**src/rtl/muldiv_unit.sv**
```systemverilog
// ---------------------------------------------------------------------------
// muldiv_unit
// Multi-cycle RV32M multiply/divide unit for the Execute stage. A single-clock
// iterative datapath: a shift-add multiplier retiring MUL_STEP multiplier bits
// per cycle, and a restoring divider retiring one quotient bit per cycle.
//
// Operation: start is sampled in IDLE or DONE. The operands are converted to
// magnitudes plus sign bits. The unit iterates in MUL or DIV, then spends one
// cycle in FIXUP, where it applies the signs, handles the architectural
// corner cases and registers the result. done pulses for one cycle in DONE.
// The result is held until the next accepted operation.
//
// Parameters:
//   DATA_WIDTH : operand/result width (even, >= 8)
//   MUL_STEP   : multiplier bits per cycle (1, 2 or 4, divides DATA_WIDTH)
//
// Optional feature macro: MULDIV_EARLY_OUT_EN
//   When defined, the following ops jump directly from accept to FIXUP, so
//   done arrives two edges after accept:
//     - divide-by-zero;
//     - signed overflow (most-negative / -1);
//     - multiply with a zero operand.
//   When undefined, every op takes the full iterative latency.
//
// Ports:
//   clk    in   rising-edge clock
//   rst_n  in   asynchronous active-low reset
//   start  in   request a new operation (sampled in IDLE/DONE only)
//   flush  in   synchronous abort; wins over start
//   op     in   funct3: MUL MULH MULHSU MULHU DIV DIVU REM REMU
//   opA    in   rs1 value
//   opB    in   rs2 value
//   busy   out  operation in flight
//   stall  out  copy of busy for the Execute/Memory register
//   done   out  one-cycle pulse when result becomes valid
//   result out  result word, held until the next accepted start
// ---------------------------------------------------------------------------
module muldiv_unit #(
    parameter int DATA_WIDTH = 32,
    parameter int MUL_STEP   = 2
) (
    input  logic                  clk,
    input  logic                  rst_n,
    input  logic                  start,
    input  logic                  flush,
    input  logic [2:0]            op,
    input  logic [DATA_WIDTH-1:0] opA,
    input  logic [DATA_WIDTH-1:0] opB,
    output logic                  busy,
    output logic                  stall,
    output logic                  done,
    output logic [DATA_WIDTH-1:0] result
);

    localparam int W         = DATA_WIDTH;
    localparam int MUL_ITERS = DATA_WIDTH / MUL_STEP;
    localparam int CNT_W     = $clog2(DATA_WIDTH) + 1;

    typedef enum logic [2:0] {
        S_IDLE  = 3'd0,
        S_MUL   = 3'd1,
        S_DIV   = 3'd2,
        S_FIXUP = 3'd3,
        S_DONE  = 3'd4
    } state_t;

    // Two's-complement negate when en is set (single word).
    function automatic logic [W-1:0] cond_neg(input logic [W-1:0] v, input logic en);
        logic [W-1:0] r;
        if (en) begin
            r = ~v + {{(W-1){1'b0}}, 1'b1};
        end else begin
            r = v;
        end
        return r;
    endfunction

    // Two's-complement negate when en is set (double word).
    function automatic logic [2*W-1:0] cond_neg2(input logic [2*W-1:0] v, input logic en);
        logic [2*W-1:0] r;
        if (en) begin
            r = ~v + {{(2*W-1){1'b0}}, 1'b1};
        end else begin
            r = v;
        end
        return r;
    endfunction

    state_t               state_r;
    logic [2:0]           op_r;
    logic                 sign_a_r;
    logic                 sign_b_r;
    logic [W-1:0]         a_mag_r;
    logic [W-1:0]         b_mag_r;
    logic [2*W-1:0]       acc_r;
    logic [W-1:0]         quo_r;     // multiplier shifter in MUL, dividend/quotient in DIV
    logic [W-1:0]         rem_r;
    logic [CNT_W-1:0]     cnt_r;
    logic                 busy_r;
    logic                 done_r;
    logic [W-1:0]         result_r;

    logic                 a_signed_s;
    logic                 b_signed_s;
    logic                 sign_a_s;
    logic                 sign_b_s;
    logic [W-1:0]         mag_a_s;
    logic [W-1:0]         mag_b_s;
    logic                 early_s;
    state_t               accept_state_s;

    logic [W+MUL_STEP-1:0] partial_s;
    logic [W+MUL_STEP-1:0] hi_sum_s;
    logic [2*W-1:0]        acc_next_s;

    logic [W:0]           shifted_s;
    logic                 div_ge_s;
    logic [W-1:0]         rem_sub_s;

    logic                 div_zero_s;
    logic [2*W-1:0]       prod_s;
    logic [W-1:0]         quo_fix_s;
    logic [W-1:0]         rem_fix_s;
    logic [W-1:0]         result_fix_s;

    assign busy   = busy_r;
    assign stall  = busy_r;
    assign done   = done_r;
    assign result = result_r;

    // Operand signedness per funct3 and conversion to sign + magnitude.
    always_comb begin
        a_signed_s = 1'b0;
        b_signed_s = 1'b0;
        case (op)
            3'b001:  begin a_signed_s = 1'b1; b_signed_s = 1'b1; end  // MULH
            3'b010:  begin a_signed_s = 1'b1; b_signed_s = 1'b0; end  // MULHSU
            3'b100:  begin a_signed_s = 1'b1; b_signed_s = 1'b1; end  // DIV
            3'b110:  begin a_signed_s = 1'b1; b_signed_s = 1'b1; end  // REM
            default: begin a_signed_s = 1'b0; b_signed_s = 1'b0; end
        endcase
        sign_a_s = a_signed_s & opA[W-1];
        sign_b_s = b_signed_s & opB[W-1];
        mag_a_s  = cond_neg(opA, sign_a_s);
        mag_b_s  = cond_neg(opB, sign_b_s);
    end

`ifdef MULDIV_EARLY_OUT_EN
    // Detect operations whose result needs no iteration.
    always_comb begin
        early_s = 1'b0;
        if (op[2]) begin
            early_s = (opB == {W{1'b0}}) |
                      (~op[0] & (opA == {1'b1, {(W-1){1'b0}}}) & (opB == {W{1'b1}}));
        end else begin
            early_s = (opA == {W{1'b0}}) | (opB == {W{1'b0}});
        end
    end
`else
    assign early_s = 1'b0;
`endif

    // State entered on accept.
    always_comb begin
        accept_state_s = S_MUL;
        if (early_s) begin
            accept_state_s = S_FIXUP;
        end else if (op[2]) begin
            accept_state_s = S_DIV;
        end else begin
            accept_state_s = S_MUL;
        end
    end

    // One multiply step: add a_mag * next multiplier digit into the upper half,
    // then shift the whole accumulator right so finished product bits move down.
    always_comb begin
        partial_s  = {{MUL_STEP{1'b0}}, a_mag_r} * {{W{1'b0}}, quo_r[MUL_STEP-1:0]};
        hi_sum_s   = {{MUL_STEP{1'b0}}, acc_r[2*W-1:W]} + partial_s;
        acc_next_s = {hi_sum_s, acc_r[W-1:MUL_STEP]};
    end

    // One restoring-division step: shift in the next dividend bit and try a subtract.
    always_comb begin
        shifted_s = {rem_r, quo_r[W-1]};
        div_ge_s  = (shifted_s >= {1'b0, b_mag_r});
        rem_sub_s = shifted_s[W-1:0] - b_mag_r;
    end

    // Sign correction, divide-by-zero forcing and result word selection.
    // Overflow (most-negative / -1) needs no forcing: the magnitude 2^(W-1)
    // negates onto itself and the remainder is already zero.
    always_comb begin
        div_zero_s = (b_mag_r == {W{1'b0}});
        prod_s     = cond_neg2(acc_r, sign_a_r ^ sign_b_r);
        if (div_zero_s) begin
            quo_fix_s = {W{1'b1}};
        end else begin
            quo_fix_s = cond_neg(quo_r, sign_a_r ^ sign_b_r);
        end
        rem_fix_s = cond_neg(div_zero_s ? a_mag_r : rem_r, sign_a_r);
        case (op_r)
            3'b000:  result_fix_s = prod_s[W-1:0];
            3'b001:  result_fix_s = prod_s[2*W-1:W];
            3'b010:  result_fix_s = prod_s[2*W-1:W];
            3'b011:  result_fix_s = prod_s[2*W-1:W];
            3'b100:  result_fix_s = quo_fix_s;
            3'b101:  result_fix_s = quo_fix_s;
            3'b110:  result_fix_s = rem_fix_s;
            3'b111:  result_fix_s = rem_fix_s;
            default: result_fix_s = {W{1'b0}};
        endcase
    end

    // Control FSM with datapath registers and registered outputs.
    always_ff @(posedge clk or negedge rst_n) begin
        if (!rst_n) begin
            state_r  <= S_IDLE;
            op_r     <= 3'b000;
            sign_a_r <= 1'b0;
            sign_b_r <= 1'b0;
            a_mag_r  <= {W{1'b0}};
            b_mag_r  <= {W{1'b0}};
            acc_r    <= {(2*W){1'b0}};
            quo_r    <= {W{1'b0}};
            rem_r    <= {W{1'b0}};
            cnt_r    <= {CNT_W{1'b0}};
            busy_r   <= 1'b0;
            done_r   <= 1'b0;
            result_r <= {W{1'b0}};
        end else if (flush) begin
            // Abort: drop any operation in flight, keep the last result.
            state_r <= S_IDLE;
            busy_r  <= 1'b0;
            done_r  <= 1'b0;
        end else begin
            case (state_r)
                S_IDLE, S_DONE: begin
                    done_r <= 1'b0;
                    if (start) begin
                        op_r     <= op;
                        sign_a_r <= sign_a_s;
                        sign_b_r <= sign_b_s;
                        a_mag_r  <= mag_a_s;
                        b_mag_r  <= mag_b_s;
                        acc_r    <= {(2*W){1'b0}};
                        rem_r    <= {W{1'b0}};
                        quo_r    <= op[2] ? mag_a_s : mag_b_s;
                        cnt_r    <= op[2] ? CNT_W'(W - 1) : CNT_W'(MUL_ITERS - 1);
                        state_r  <= accept_state_s;
                        busy_r   <= 1'b1;
                    end else begin
                        state_r <= S_IDLE;
                        busy_r  <= 1'b0;
                    end
                end
                S_MUL: begin
                    acc_r <= acc_next_s;
                    quo_r <= quo_r >> MUL_STEP;
                    if (cnt_r == {CNT_W{1'b0}}) begin
                        state_r <= S_FIXUP;
                    end else begin
                        cnt_r <= cnt_r - {{(CNT_W-1){1'b0}}, 1'b1};
                    end
                end
                S_DIV: begin
                    quo_r <= {quo_r[W-2:0], div_ge_s};
                    rem_r <= div_ge_s ? rem_sub_s : shifted_s[W-1:0];
                    if (cnt_r == {CNT_W{1'b0}}) begin
                        state_r <= S_FIXUP;
                    end else begin
                        cnt_r <= cnt_r - {{(CNT_W-1){1'b0}}, 1'b1};
                    end
                end
                S_FIXUP: begin
                    result_r <= result_fix_s;
                    state_r  <= S_DONE;
                    busy_r   <= 1'b0;
                    done_r   <= 1'b1;
                end
                default: begin
                    state_r <= S_IDLE;
                    busy_r  <= 1'b0;
                    done_r  <= 1'b0;
                end
            endcase
        end
    end

endmodule

```
**config.mk**
```make
export PLATFORM = sky130hd
export DESIGN_NAME = muldiv_unit
export DESIGN_NICKNAME = d
export VERILOG_FILES = /design/src/rtl/muldiv_unit.sv
export SDC_FILE = /design/constraint.sdc
export NUM_CORES = 1
export LEC_CHECK = 0
export BUFFER_PORTS_ARGS = -buffer_cell sky130_fd_sc_hd__buf_2
export CAP_MARGIN = 20
export CORE_UTILIZATION = 60
export CTS_CLUSTER_SIZE = 30
export DETAILED_ROUTE_END_ITERATION = 16
export GPL_TIMING_DRIVEN = 0
export MAX_ROUTING_LAYER = met4
export PLACE_DENSITY_LB_ADDON = 0.08
export SLEW_MARGIN = 20
export SYNTH_ARGS = -nofsm -noshare
export SYNTH_HDL_FRONTEND = slang
export SYNTH_SLANG_ARGS = --single-unit
```
**constraint.sdc**
```tcl
create_clock -name clk -period 12 [get_ports clk]
set_input_delay 2.4 -clock clk [delete_from_list [all_inputs] [get_ports clk]]
set_output_delay 2.4 -clock clk [all_outputs]
set_load 0.03 [all_outputs]
```
=== Word-level counts from Yosys, hierarchy flattened ===
Index checks and enable logic that the tools add are counted.

* Flip-flop bits (word level): 240
* Output and inout bits: 35
* Word-level logic and storage cells: 104

* $lt $le $gt $ge: 1
* Bitwise gates (word level): 9
* $add $sub $neg: 8
* Multiply operators: 1
* Reductions and logical operators: 21
* Muxes and demuxes: 32
* Equality and inequality tests: 19

{| class="wikitable"
|+ Operators by type and width
! operator !! number
|-
| 32-bit 2-to-1 mux || 10
|-
| 32-bit by 1-bit adder with 32-bit output, second input constant || 4
|-
| 64-bit 2-to-1 mux || 2
|-
| 32-bit NOT || 4
|-
| 32-bit case mux with 4 select lines || 1
|-
| 64-bit case mux with 2 select lines || 1
|-
| 32-bit case mux with 3 select lines || 1
|-
| 64-bit by 1-bit adder with 64-bit output, second input constant || 1
|-
| 64-bit NOT || 1
|-
| 32-bit case mux with 2 select lines || 1
|-
| 32-bit by 34-bit adder with 34-bit output || 1
|-
| 32-bit by 2-bit multiplier with 34-bit output || 1
|-
| 33-bit by 32-bit >= comparator with 1-bit output || 1
|-
| 32-bit logical NOT || 1
|-
| 32-bit subtractor || 1
|-
| 3-bit equality test, second input constant || 7
|-
| 3-bit by 2-bit equality test with 1-bit output, second input constant || 5
|-
| 6-bit 2-to-1 mux || 2
|-
| 6-bit case mux with 2 select lines || 1
|-
| 3-bit AND reduction || 4
|-
| 3-bit by 1-bit equality test with 1-bit output, second input constant || 3
|-
| 3-bit 2-to-1 mux || 3
|-
| 3-bit case mux with 3 select lines || 1
|-
| 2-bit OR reduction || 4
|-
| 19 further kinds || 30
|}

=== Logic depth before layout (Yosys ltp) ===
Gate-level depths: netlist of run 1.

* Word-level depth: 8
* Mapped depth: 17
* Depth with buffers taken out: 15

=== Worst setup path after synthesis of run 1 ===
Ideal clock, no wire load.

* Path type: input to register
* From: in opB[8]
* To: reg quo_r[26]
* Setup time: 124 ps
* Cell stages on the path: 9
* Buffers on the path: 0
* Path slack: 7195 ps
* Data arrival time: 4681 ps
* Cells stage by stage: or4_1 nor3_1 nand2b_1 or4_1 or3_1 o21ai_0 xor2_1 o21ai_0 o31a_1

* Cells in the longest elaborated chain, start to end: 6

{| class="wikitable"
|+ RTL lines
! what !! RTL line !! source
|-
| start: declaration || 48 || <nowiki>input logic [DATA_WIDTH-1:0] opB,</nowiki>
|-
| 32-bit NOT || 71 || <nowiki>r = ~v + {{(W-1){1'b0}}, 1'b1};</nowiki>
|-
| 32-bit by 1-bit adder with 32-bit output || 71 ||
|-
| 32-bit 2-to-1 mux || 70 || <nowiki>if (en) begin</nowiki>
|-
| 32-bit 2-to-1 mux || 248 || <nowiki>quo_r <= op[2] ? mag_a_s : mag_b_s;</nowiki>
|-
| 32-bit 2-to-1 mux || 240 || <nowiki>if (start) begin</nowiki>
|-
| 32-bit case mux with 3 select lines || 237 || <nowiki>case (state_r)</nowiki>
|-
| end signal: assignment || 248 ||
|-
| end signal: assignment || 259 || <nowiki>quo_r <= quo_r >> MUL_STEP;</nowiki>
|-
| end signal: assignment || 267 || <nowiki>quo_r <= {quo_r[W-2:0], div_ge_s};</nowiki>
|-
| end: declaration || 96 || <nowiki>logic [W-1:0] quo_r;</nowiki>
|}

Every way passes these cells. The select of a mux whose other input is x is not followed.
A chain may end at the register's enable or synchronous reset.

=== Worst setup path after layout of run 1 ===
* From: reg b_mag_r[18]
* To: reg result_r[26], in the netlist result[26]

* Cells in the longest elaborated chain, start to end: 6
* Elaborated cells on any way between the ends: 7
* Classes of those cells: 1 x add/sub; 4 x mux; 1 x bitwise; 1 x reduce/logical

{| class="wikitable"
|+ RTL lines
! what !! RTL line !! source
|-
| start: declaration || 94 || <nowiki>logic [W-1:0] b_mag_r;</nowiki>
|-
| start signal: assignment || 223 || <nowiki>b_mag_r <= {W{1'b0}};</nowiki>
|-
| start signal: assignment || 245 || <nowiki>b_mag_r <= mag_b_s;</nowiki>
|-
| 32-bit logical NOT (*) || 194 || <nowiki>div_zero_s = (b_mag_r == {W{1'b0}});</nowiki>
|-
| 32-bit 2-to-1 mux || 201 || <nowiki>rem_fix_s = cond_neg(div_zero_s ? a_mag_r : rem_r, sign_a_r);</nowiki>
|-
| 32-bit NOT || 71 ||
|-
| 32-bit by 1-bit adder with 32-bit output || 71 ||
|-
| 32-bit 2-to-1 mux || 70 ||
|-
| 32-bit case mux with 4 select lines (*) || 202 || <nowiki>case (op_r)</nowiki>
|-
| end signal: assignment || 230 || <nowiki>result_r <= {W{1'b0}};</nowiki>
|-
| end signal: assignment || 276 || <nowiki>result_r <= result_fix_s;</nowiki>
|-
| end: declaration || 101 || <nowiki>logic [W-1:0] result_r;</nowiki>
|}

Mark *: on every way between the ends. The rest lies on a longest branch, timed or not.

==> qor.csv, run 1 <==
metric,value,unit
outcome,"complete, no violations",
final_util,67.9,%
syn_inst,2399,
grt_pass1_wl,114,mm
rsz0062_at_grt,no,
syn_nets,2575,
hold_path.class,register to register,
antenna_found_initial,6,
clk_latency,0.59,ns
die_h,182,um
area_growth,10.7,%
gp_congestion,1.07,
cts_max_path_buffers,3,
root_buffer,clkbuf_16,
max_freq,173,MHz
via_per_inst,6.73,
tightest_slew,1.05,ns
fillCellCount,2636,
relSlewSlack,29.3,%
cts.sinks,240,
ys_top_cells_by_count,"nand2_1 (312), o21ai_0 (257), dfrtp_1 (240), inv_1 (157), xnor2_1 (148)",
slew_viol_final,0,
grt_pass1_vias,18700,
holdBufCountCts,0,
firstDrtPassIters,8,
yosysWarnings,0,
io_pins,106,
drt_iter0_drc,2759,
start_util,61.3,%
tritoncts,built,
dp.cells,2941,
critPathMaxFanout,10,
synth.most_common_cell,nand2_1,
num_vias,20200,
cts_buffers,28,
cp-end-kind,register,
drive_gt1_share,8.10,%
postCtsSetupBuffers,0,
wire_per_inst,25.2,um
final_cells,2998,
cts_max_level,1,
synth_flop_cell,dfrtp_1,
peakVddDrop,0.000205,V
drt_wl_total,75.4,mm
ys_seq_area_share,30.8,%
post-route-period-util,48.2,%
synth_edf_count,0,
cp-start-kind,register,
die-area,33200,um2
async_flop_share,100,%
syn_area,19500,um2
netlist_top_cells_area,"dfrtp_1 (31%), xnor2_1 (6.6%), o21ai_0 (6.6%), nand2_1 (6.0%), ha_1 (4.6%)",
ant_nets,0,
fin_crit,5.79,ns
nets,2712,
power.leakage,9.74,nW
netlist.area_leader.share,30.8,%
grt_start_max_net_pins,99,
track_usage,46.7,%
syn_area_per_cell,8.13,um2
worstPathArrival,6.22,ns
clk_pin_slew,0.06,ns
synth_largest_area_cell,dfrtp_1,
ys_ff_latch,240,
finalSetupViolCount,0,
maxCapViolations,0,
place_hpwl,59.6,mm
ys_types,73,
setup_slack,6.21,ns
powerDensity,252,nW/um2
rows,65,
numPortBuffers,105,
cts_resized,0,
core-area,31800,um2
dieWidth,182,um
dp_slack,6.29,ns
fin_skew,0.0260,ns
drc_errors,0,
finalHoldViolCount,0,
criticalPathCategory,register to register,
grt_overflow,0,
fin_tns_setup,0,ns
critPathRequiredTime,12.43,ns
[registers in the layout, summed over array words and instances, names as in the netlist, 3 cells and up]
register	flops
result	32
b_mag_r	32
quo_r	32
rem_r	32
cnt_r	6
a_mag_r	32
acc_r	64
op_r	3
state_r	3
[cells in the final DEF (no fill, tap or decap), drive strengths merged, types with 12 or more instances in the layout]
master,count
mux2i,69
ha,72
nand2b,17
nor4,41
or4,19
inv,157
dfrtp,240
clkbuf,155
o21ai,261
a22oi,36
xnor2,148
nor3,60
or3,32
a21o,31
buf,124
a21oi,142
xor2,90
nand3,32
nand2,312
and3,12
nor2,144
a22o,28
fa,33
mux2,19
a31oi,28
o31ai,31
o221ai,35
or2,21
nor2b,14
[worst max-delay path: stages, from the launching register on]
cell      delay (ns)
dfrtp_1         0.48
nor4_1          0.30
nand2_1         0.12
nor4_2          0.84
clkbuf_1        0.52
clkbuf_1        0.51
mux2i_1         0.32
ha_1            0.36
nand3b_1        0.09
or3_1           0.36
nor4_1          0.27
a31oi_1         0.14
o21ai_0         0.25
xnor2_1         0.15
a21oi_1         0.13
a222oi_1        0.63
o21ai_0         0.14
[metal layers]
metal	vias up	GRT usage (%)	part of all wire, %
met5	-	-	0
met4	0	16.5	4.8
met3	244	10.1	13
met2	1420	68.4	42
met1	9710	63.7	40
li1	8808	-	-
[path summary, 6_finish.rpt]
path / cells past startpoint / slack (ns) / endpoint / from
worst min register to register: 2 / 0.48 / result[30] / result[30]
min in group asynchronous: 1 / 1.81 / acc_r[2] / rst_n
max in group asynchronous: 2 / 9.26 / b_mag_r[23] / rst_n
worst max-delay path: 16 / 6.21 / result[26] / b_mag_r[18]
worst min-delay path: 2 / 0.48 / result[30] / result[30]
worst max register to register: 16 / 6.21 / result[26] / b_mag_r[18]
[cells by family (layout without fill, tap and decap cells)]
logic type | count (synthesis) | after routing | synth area share [%]
XOR/XNOR | 238 | 238 | 10.7
buffers and inverters | 289 | 447 | 5.65
other | 0 | 6 | 0
adder cells (fa/ha/maj) | 105 | 105 | 8.01
AO/OA/AOI/OAI | 699 | 699 | 22.4
flip-flops | 240 | 240 | 30.8
AND/OR/NAND/NOR | 740 | 740 | 17.8
multiplexers | 88 | 88 | 4.64
[report_power, final]
group / total, W / switching [W] / leakage [nW] / internal (W)
clock network: 0.000880 / 0.000376 / 0.441 / 0.000504
logic: 0.00315 / 0.00200 / 6.19 / 0.00115
registers: 0.00142 / 0.000395 / 3.11 / 0.00103
[cell type report]
cell class / count / area, um2 / share of cell area, %
Clock buffer: 40 / 796 / 3.69
Antenna cell: 6 / 15.0 / 0.0695
Multi-Input combinational cell: 1870 / 12400 / 57.5
Clock inverter: 11 / 130 / 0.603
Sequential cell: 240 / 6010 / 27.8
Timing Repair Buffer: 107 / 591 / 2.74
Buffer: 132 / 512 / 2.37
Inverter: 157 / 589 / 2.73
Tap cell: 435 / 544 / 2.52
[per-stage QoR]
stage	hold WS (ns)	cell area [um2]	total power [W]
global placement	0.458	20600	0.00433
global route	0.516	21600	0.00572
detailed placement	0.466	20600	0.00442
floorplan	0.450	19500	0.00340
finish	0.476	21600	0.00545
CTS	0.479	21600	0.00530
Power figures use the tool's default switching activity.
==> run 2, diff against run 1 <==
==> constraint.sdc (replaced) <==
create_clock -name clk -period 5.69 [get_ports clk]
set_input_delay 1.138 -clock clk [delete_from_list [all_inputs] [get_ports clk]]
set_output_delay 1.138 -clock clk [all_outputs]
set_load 0.03 [all_outputs]
==> run 2 against run 1 <==
Compared with the run above: register-to-register slack worse by 6.0 ns; flip-flop and latch count is the same; clock skew rose by 0.0025 ns; maximum frequency rose by 5.9%; combinational power rose by 110%; total power grew 110%; design area about the same; hold slack worse by 0.0024 ns; final cell count about the same; critical path type unchanged; largest power group unchanged; global-route usage stayed put.
==> qor.csv, run 2 (synthesis gave the netlist of run 1 again) <==
metric,value,unit,change
cts.sinks,240,,unchanged
peakVddDrop,0.000430,V,was 0.000205 V
drt_iter0_drc,2804,,"was 2,759"
numPortBuffers,105,,unchanged
rows,65,,unchanged
start_util,61.3,%,unchanged
top_usage_layer,met2,,unchanged
clk_pin_slew,0.07,ns,was 0.06 ns
finalHoldViolCount,0,,unchanged
post-route-period-util,96.1,%,was 48.2%
fin_skew,0.0285,ns,was 0.0260 ns
largest_register_ffs,64,,unchanged
nets,2711,,"was 2,712"
track_usage,46.7,%,unchanged
slew_viol_final,0,,unchanged
final_cell_mix,"nand2_1 (312), o21ai_0 (257), dfrtp_1 (240)",,unchanged
holdBufCountCts,0,,unchanged
crit_family,compound AO/OA/AOI/OAI gates,,was simple AND/OR/NAND/NOR gates
regMostFlops,acc_r,,unchanged
met1_usage,63.7,%,unchanged
tritoncts,built,,unchanged
die-area,33200,um2,unchanged
place_hpwl,59.6,mm,unchanged
area_growth,10.8,%,was 10.7%
fin_crit,5.47,ns,was 5.79 ns
holdPathStages,2,,unchanged
crit_slowest_cell,clkbuf_1,,was nor4_2
power.leakage,9.76,nW,was 9.74 nW
critPathRequiredTime,6.13,ns,was 12.43 ns
num_vias,20200,,about the same
cts_max_level,1,,unchanged
clk_latency,0.59,ns,about the same
path_depth,16,,unchanged
setup_slack,0.221,ns,was 6.21 ns
outcome,"complete, no violations",,unchanged
cp-start-kind,register,,unchanged
root_buffer,clkbuf_16,,unchanged
gr-usage-met3,10.1,%,unchanged
final_area,21600,um2,about the same
path_buf_inv,3,,was 2
core-area,31800,um2,unchanged
relSlewSlack,29.4,%,was 29.3%
grt_overflow,0,,unchanged
worstPathArrival,5.91,ns,was 6.22 ns
tightest_slew,1.05,ns,about the same
die_h,182,um,unchanged
wire_per_inst,25.3,um,was 25.2 um
cts_max_path_buffers,3,,unchanged
dpl_cell_area,20600,um2,unchanged
worstPathCellList,"clkbuf_1, clkbuf_1, nand2_1, fa_1, inv_1, ha_1, a211oi_1, o211ai_1, a41oi_1, a211oi_1, a211o_1, a31o_2, a31oi_1, o21ai_0, o2111ai_1, o311ai_0",,"was nor4_1, nand2_1, nor4_2, clkbuf_1, clkbuf_1, mux2i_1, ha_1, nand3b_1, or3_1, nor4_1, a31oi_1, o21ai_0, xnor2_1, a21oi_1, a222oi_1, o21ai_0"
via_per_inst,6.75,,was 6.73
grt_pass1_vias,18700,,unchanged
grtUsageMet2,68.4,%,unchanged
critPathMaxFanout,10,,unchanged
cts_buffers,28,,unchanged
antenna_found_initial,6,,unchanged
rsz0062_at_grt,no,,unchanged
drc_errors,0,,unchanged
finalSetupViolCount,0,,unchanged
fillCellCount,2635,,"was 2,636"
dp_slack,0.145,ns,was 6.29 ns
criticalPathCategory,register to register,,unchanged
crit_path_max_incr_delay,0.66,ns,was 0.84 ns
final_util,67.9,%,about the same
powerDensity,533,nW/um2,was 252 nW/um2
drive_gt1_share,8.18,%,was 8.10%
grt_pass1_wl,114,mm,unchanged
io_pins,106,,unchanged
cp-end-kind,register,,unchanged
maxCapViolations,0,,unchanged
gp_congestion,1.07,,unchanged
drt_wl_total,75.7,mm,was 75.4 mm
r2r_cells,16,,unchanged
max_freq,183,MHz,was 173 MHz
whs,0.473,ns,was 0.476 ns
ant_nets,0,,unchanged
firstDrtPassIters,6,,was 8
dieWidth,182,um,unchanged
hold_path.class,register to register,,unchanged
grt_start_max_net_pins,99,,unchanged
final_common_cell,nand2_1,,unchanged
[run 2: changes by cell type in the layout (fill, tap and decap cells not counted), sizes merged]
cell    previous run  this run
diode              6         5
clkbuf           155       154
[run 2: final cells by class]
class	instances	area, um2	area share (%)
multi-input cells	1870	12400	57.5
flip-flops and latches	240	6010	27.8
clock buffers	40	796	3.68
repair buffers	107	591	2.73
inverters	157	589	2.73
well taps	435	544	2.52
plain buffers	131	510	2.36
clock inverters	11	130	0.603
diodes	5	12.5	0.0579
[run 2: timing repair]
action	CTS	global route
setup buffers	0	0
resized for setup	0	5
setup endpoints to repair	0	3
[run 2: routing by layer]
layer  wire (um)  vias to the layer above
met3        9440                      240
li1            -                     8806
met5           0                        -
met1       30700                     9743
met4        3480                        0
met2       32100                     1434
[run 2: where the power goes]
group	switching, W	internal, W	total (W)
Combinational	0.00424	0.00242	0.00666
Clock	0.000799	0.00106	0.00186
Sequential	0.000835	0.00216	0.00300
Total	0.00587	0.00564	0.0115
[run 2: per-stage QoR]
| stage | total power, W | TNS [ns] | cells |
|---|---|---|---|
| after global placement | 0.00914 | -173.22 | 2939 |
| after global routing | 0.0121 | 0 | 2996 |
| after detailed placement | 0.00931 | 0 | 2941 |
| after floorplan | 0.00717 | 0 | 2399 |
| after CTS | 0.0112 | 0 | 2992 |
| final | 0.0115 | 0 | 2996 |
[run 2: path summary, 6_finish.rpt]
| kind | start | slack [ns] | to |
|---|---|---|---|
| max in group asynchronous | rst_n | 4.23 | b_mag_r[20] |
| min | result[30] | 0.47 | result[30] |
| min in group asynchronous | rst_n | 0.54 | acc_r[2] |
| max reg2reg | quo_r[0] | 0.22 | acc_r[62] |
| max | quo_r[0] | 0.22 | acc_r[62] |
| min reg2reg | result[30] | 0.47 | result[30] |
[run 2: worst min-delay path: stages, from the launching register on]
cell,delay (ns)
dfrtp_1,0.33
nand2_1,0.04
o21ai_0,0.06
